[src/rtl/hdd_sd_bridge.sv]
// Storage-side responder for the ProDOS HDD card: turns one-cycle block
// read/write requests into the MiSTer host block-transfer handshake.
module hdd_sd_bridge #(
  parameter logic [31:0] LBA_BASE = 32'h0,
  parameter logic [23:0] TIMEOUT  = 24'd14_000_000
) (
  input  logic        CLK_14M,
  input  logic        RESET,
  input  logic        hdd_read,
  input  logic        hdd_write,
  input  logic [15:0] sector,
  output logic [8:0]  buf_addr,
  output logic [7:0]  buf_di,
  output logic        buf_we,
  input  logic [7:0]  buf_do,
  output logic [31:0] sd_lba,
  output logic        sd_rd,
  output logic        sd_wr,
  input  logic        sd_ack,
  input  logic [8:0]  sd_buff_addr,
  input  logic [7:0]  sd_buff_dout,
  output logic [7:0]  sd_buff_din,
  input  logic        sd_buff_wr,
  output logic        busy,
  output logic        done,
  output logic        error,
  output logic        overrun
);

  localparam logic [1:0] S_IDLE = 2'd0;
  localparam logic [1:0] S_REQ  = 2'd1;
  localparam logic [1:0] S_XFER = 2'd2;
  localparam logic [1:0] S_DONE = 2'd3;

  localparam logic [23:0] TMO_LAST   = TIMEOUT - 24'd1;
  localparam logic [9:0]  FULL_BLOCK = 10'd512;
  localparam logic [9:0]  CNT_MAX    = 10'h3FF;

  logic [1:0]  state_q, state_d;
  logic        op_write_q, op_write_d;
  logic [31:0] sd_lba_q, sd_lba_d;
  logic        sd_rd_q, sd_rd_d;
  logic        sd_wr_q, sd_wr_d;
  logic        busy_q, busy_d;
  logic        done_q, done_d;
  logic        error_q, error_d;
  logic        overrun_q, overrun_d;
  logic [9:0]  byte_cnt_q, byte_cnt_d;
  logic [23:0] tmo_cnt_q, tmo_cnt_d;

  logic in_xfer;
  logic req_any;
  logic xfer_we;

  assign in_xfer = (state_q == S_XFER);
  assign req_any = hdd_read | hdd_write;
  assign xfer_we = in_xfer & ~op_write_q & sd_ack & sd_buff_wr;

  // Buffer port is a zero-latency pass-through of the host bus while
  // transferring and parked at zero otherwise.
  always_comb begin
    buf_addr    = 9'd0;
    buf_di      = 8'd0;
    buf_we      = 1'b0;
    sd_buff_din = 8'd0;
    if (in_xfer) begin
      buf_addr = sd_buff_addr;
      if (op_write_q) begin
        sd_buff_din = buf_do;
      end else begin
        buf_di = sd_buff_dout;
        buf_we = xfer_we;
      end
    end
  end

  always_comb begin
    state_d    = state_q;
    op_write_d = op_write_q;
    sd_lba_d   = sd_lba_q;
    sd_rd_d    = sd_rd_q;
    sd_wr_d    = sd_wr_q;
    busy_d     = busy_q;
    done_d     = 1'b0;
    error_d    = error_q;
    overrun_d  = 1'b0;
    byte_cnt_d = byte_cnt_q;
    tmo_cnt_d  = tmo_cnt_q;

    case (state_q)
      S_IDLE: begin
        if (req_any) begin
          // Simultaneous pulses: the read is served, the write is reported dropped.
          op_write_d = ~hdd_read;
          sd_lba_d   = LBA_BASE + {16'h0, sector};
          sd_rd_d    = hdd_read;
          sd_wr_d    = ~hdd_read;
          error_d    = 1'b0;
          byte_cnt_d = 10'd0;
          tmo_cnt_d  = 24'd0;
          busy_d     = 1'b1;
          overrun_d  = hdd_read & hdd_write;
          state_d    = S_REQ;
        end
      end

      S_REQ: begin
        overrun_d = req_any;
        if (sd_ack) begin
          sd_rd_d = 1'b0;
          sd_wr_d = 1'b0;
          state_d = S_XFER;
        end else if (tmo_cnt_q == TMO_LAST) begin
          sd_rd_d = 1'b0;
          sd_wr_d = 1'b0;
          error_d = 1'b1;
          done_d  = 1'b1;
          state_d = S_DONE;
        end else begin
          tmo_cnt_d = tmo_cnt_q + 24'd1;
        end
      end

      S_XFER: begin
        overrun_d = req_any;
        // Saturate so a runaway host can never wrap back to a "full" count.
        if (xfer_we && (byte_cnt_q != CNT_MAX)) begin
          byte_cnt_d = byte_cnt_q + 10'd1;
        end
        if (!sd_ack) begin
          if (!op_write_q && (byte_cnt_q != FULL_BLOCK)) begin
            error_d = 1'b1;
          end
          done_d  = 1'b1;
          state_d = S_DONE;
        end
      end

      S_DONE: begin
        overrun_d = req_any;
        busy_d    = 1'b0;
        state_d   = S_IDLE;
      end

      default: begin
        state_d = S_IDLE;
      end
    endcase
  end

  always_ff @(posedge CLK_14M) begin
    if (RESET) begin
      state_q    <= S_IDLE;
      op_write_q <= 1'b0;
      sd_lba_q   <= 32'h0;
      sd_rd_q    <= 1'b0;
      sd_wr_q    <= 1'b0;
      busy_q     <= 1'b0;
      done_q     <= 1'b0;
      error_q    <= 1'b0;
      overrun_q  <= 1'b0;
      byte_cnt_q <= 10'd0;
      tmo_cnt_q  <= 24'd0;
    end else begin
      state_q    <= state_d;
      op_write_q <= op_write_d;
      sd_lba_q   <= sd_lba_d;
      sd_rd_q    <= sd_rd_d;
      sd_wr_q    <= sd_wr_d;
      busy_q     <= busy_d;
      done_q     <= done_d;
      error_q    <= error_d;
      overrun_q  <= overrun_d;
      byte_cnt_q <= byte_cnt_d;
      tmo_cnt_q  <= tmo_cnt_d;
    end
  end

  assign sd_lba  = sd_lba_q;
  assign sd_rd   = sd_rd_q;
  assign sd_wr   = sd_wr_q;
  assign busy    = busy_q;
  assign done    = done_q;
  assign error   = error_q;
  assign overrun = overrun_q;

endmodule

[config.mk]
export PLATFORM = sky130hd
export DESIGN_NAME = hdd_sd_bridge
export DESIGN_NICKNAME = d
export VERILOG_FILES = /design/src/rtl/hdd_sd_bridge.sv
export SDC_FILE = /design/constraint.sdc
export NUM_CORES = 1
export LEC_CHECK = 0
export CAP_MARGIN = 5
export CORE_MARGIN = 2
export CORE_UTILIZATION = 50
export CTS_CLUSTER_SIZE = 14
export DETAILED_ROUTE_END_ITERATION = 16
export PLACE_DENSITY_LB_ADDON = 0.2
export SLEW_MARGIN = 20
export SYNTH_ARGS = -nofsm -noshare
export SYNTH_HDL_FRONTEND = slang
export SYNTH_SLANG_ARGS = --single-unit
[constraint.sdc]
create_clock -name CLK_14M -period 3 [get_ports CLK_14M]
set_input_delay 0.45 -clock CLK_14M [delete_from_list [all_inputs] [get_ports CLK_14M]]
set_output_delay 0.45 -clock CLK_14M [all_outputs]
set_load 0.05 [all_outputs]
==> results.py <==
metrics = {
    "die": {
        "std_cell_rows": 30,
        "die_height_microns": 86.6,
        "initial_utilization_pct": 51.0,
        "die_area_sq_um": 7500,
        "x_dimension_of_the_die_microns": 86.6,
        "pin_count": 111,
        "core_area_sq_um": 6680,
    },
    "worst_setup_path": {
        "worstSetupStartpointType": "flop",
        "worst-setup-path-type": "flop to output pin",
        "worst_ep_required_time_ns": 2.55,
        "endpoint_kind": "output pin",
        "arrival_ns": 2.26,
        "worst-r2r-cell-count": 6,
        "crit_fanout": 22,
    },
    "clocking": {
        "clkTransAtPathRegs_ns": 0.07,
        "cts-root-buf": "clkbuf_8",
        "cts_bufs_inserted": 9,
        "tritoncts_num_sinks": 59,
        "post_cts_hold_buffer_count": 0,
        "post_cts_buffers": 0,
        "cts.repair.resized": 0,
        "htree_levels": 3,
        "ctsLongestPathBuffers": 2,
        "cts_tree": "done",
        "clk_latency_ns": 0.35,
    },
    "power": {
        "max-vdd-ir-drop_v": 0.000491,
        "static-leakage-power_nw": 1.70,
        "power-per-cell-area_nw_per_um2": 789,
        "p_total_mw": 3.66,
    },
    "global_route": {
        "grt_antenna_before_repair": 0,
        "grt_util_all_layers_pct": 25.1,
        "grt_max_degree": 30,
        "vias_in_the_first_global_route": 3286,
        "globalRouteOverflowTotal": 0,
        "first_pass_grt_wire_length_mm": 14.9,
    },
    "yosys": {
        "edff_count_synth": 0,
        "synth_async_sr_flop_share_pct": 0,
        "synth_top_cell_area_share_pct": 34.6,
        "synth.cell_area_sq_um": 3410,
        "synthesis_stage_register_bit_count": 59,
        "synthesis.area_per_instance_sq_um": 7.97,
        "yosys-top-cells-area": "dfxtp_1 (35%), nand2_1 (6.9%), a21oi_1 (6.2%)",
        "synth_largest_area_cell": "dfxtp_1",
        "synth_sequential_area_ratio_pct": 34.6,
        "yosys_warnings": 0,
        "synth.distinct_cells": 63,
        "synth-main-ff-cell": "dfxtp_1",
        "synthCells": 428,
    },
    "finish": {
        "num_antenna_cells": 0,
        "multi_input_area_sq_um": 2000,
        "num-nets-final": 572,
        "layout-area-overhead-vs-synth_pct": 36.1,
        "share_of_post_route_cells_with_drive_strength_above_1_pct": 10.9,
        "mostFrequentLayoutCell": "clkdlybuf4s50_1",
        "most-common-layout-cells": "clkdlybuf4s50_1 (80), nand2_1 (63), dfxtp_1 (59), a21oi_1 (42), and2_1 (21)",
        "final-seq-area_sq_um": 1180,
        "fillerInstances": 564,
    },
    "sta": {
        "min_period_over_period_pct": 90.3,
        "worstMarginPinSlew_ns": 0.654,
        "finalSetupViolations": 0,
        "maxClockFrequency_mhz": 369,
        "finalHoldViolCount": 0,
        "number_of_pins_exceeding_their_max_slew_limit_in_the_final_report": 0,
        "rsz_0062_raised_after_global_routing": "no",
        "max_slew_margin_pct": 56.4,
        "tns_ns": 0,
        "timing.clock.skew_ns": 0.0119,
        "timing.final.crit_period_ns": 2.71,
    },
    "detailed_routing": {
        "drt.antenna.violating_nets": 0,
        "detailroute.via_count": 3485,
        "drt_iter0_drc": 253,
        "vias_per_cell": 5.79,
        "drc": 0,
        "detail_route.wl_per_cell_microns": 15.4,
        "finalWirelength_mm": 9.25,
        "number_of_iterations_in_the_first_detailed_routing_pass": 5,
    },
    "flow_run": {
        "timing.max_cap.violations": 0,
    },
    "worst_hold_path": {
        "holdCritPathClass": "flop to flop",
        "timing.hold.worst_path_depth": 2,
    },
    "placement": {
        "port_buffers": 94,
        "place_hpwl_mm": 6.48,
        "place_congestion": 0.903,
    },
    "outcome": {
        "run_status": "finished, final reports clean",
    },
}
-- power breakdown --
part / total (mW) / internal, mW / switching [mW]
Combinational: 1.80 / 0.608 / 1.19
Sequential: 0.952 / 0.880 / 0.0715
Clock: 0.917 / 0.559 / 0.358
-- synth_stat cells (5+ instances only) --
library cell	instances
inv_1	13
o21ai_1	5
nand3_1	16
a31oi_1	5
o31ai_1	7
nand4_1	9
or3_1	8
ha_1	8
or4_1	9
buf_4	17
mux2i_1	5
and2_1	21
nor2_1	19
nand4b_1	5
nand2_1	63
o211ai_1	5
a21oi_1	42
and3_1	13
clkbuf_1	14
nor2b_1	5
o21ai_0	15
dfxtp_1	59
-- registers in the layout, summed over array words and instances, names as in the netlist, 2 cells and up --
signal,cells
byte_cnt_q,10
sd_lba,16
state_q,2
tmo_cnt_q,24
-- critical path: stages, from the launching register on --
cell and delay, ns:
dfxtp_1 0.34, inv_1 0.13, ha_2 0.43, and3_1 0.22, clkdlybuf4s50_1 0.80
-- logic make-up (layout without fill, tap and decap cells) --
group | count (synthesis) | after routing | share of synthesized area, %
AOI/OAI and AO/OA | 97 | 97 | 17.6
xor gates and xnor gates | 4 | 4 | 1.03
adders and majority gates | 8 | 8 | 2.93
buffers and inverters | 52 | 131 | 8.40
DFF | 59 | 59 | 34.6
muxes | 5 | 5 | 1.47
other | 1 | 16 | 0.110
and+or+nand+nor | 202 | 202 | 33.8
-- per-layer routing --
| layer | up-vias | part of all wire [%] | track usage (%) |
|---|---|---|---|
| met5 | - | 0 | 0 |
| met4 | 0 | 1.9 | 8.95 |
| met3 | 22 | 11 | 12.6 |
| met2 | 176 | 45 | 39.0 |
| met1 | 1605 | 43 | 30.1 |
| li1 | 1682 | - | - |
-- path summary, 6_finish.rpt --
| check | end | slack [ns] | startpoint |
|---|---|---|---|
| max | sd_buff_din[0] | 0.29 | state_q[0] |
| min | sd_lba[15] | 0.46 | sd_lba[15] |
| max reg2reg | tmo_cnt_q[6] | 0.53 | state_q[1] |
| min reg2reg | sd_lba[15] | 0.46 | sd_lba[15] |
-- per-stage QoR --
step	hold slack [ns]	setup WS [ns]	area [sq um]	cells	util (%)
after floorplan	0.447	0.860	3470	443	-
after global placement	0.442	0.474	4390	586	65.7
after detailed placement	0.451	0.414	4390	586	65.7
after CTS	0.464	0.0651	4640	602	69.4
after global routing	0.471	0.142	4640	602	69.5
final	0.460	0.290	4640	602	69.5
-- cell type report --
cell class / instances / area share (%)
Clock buffer: 9 / 2.67
Clock inverter: 7 / 2.67
Inverter: 14 / 1.13
Multi-Input combinational cell: 332 / 43.1
Sequential cell: 59 / 25.4
Tap cell: 80 / 2.16
Timing Repair Buffer: 101 / 22.8
No activity file was read; power rests on OpenSTA's default activity.
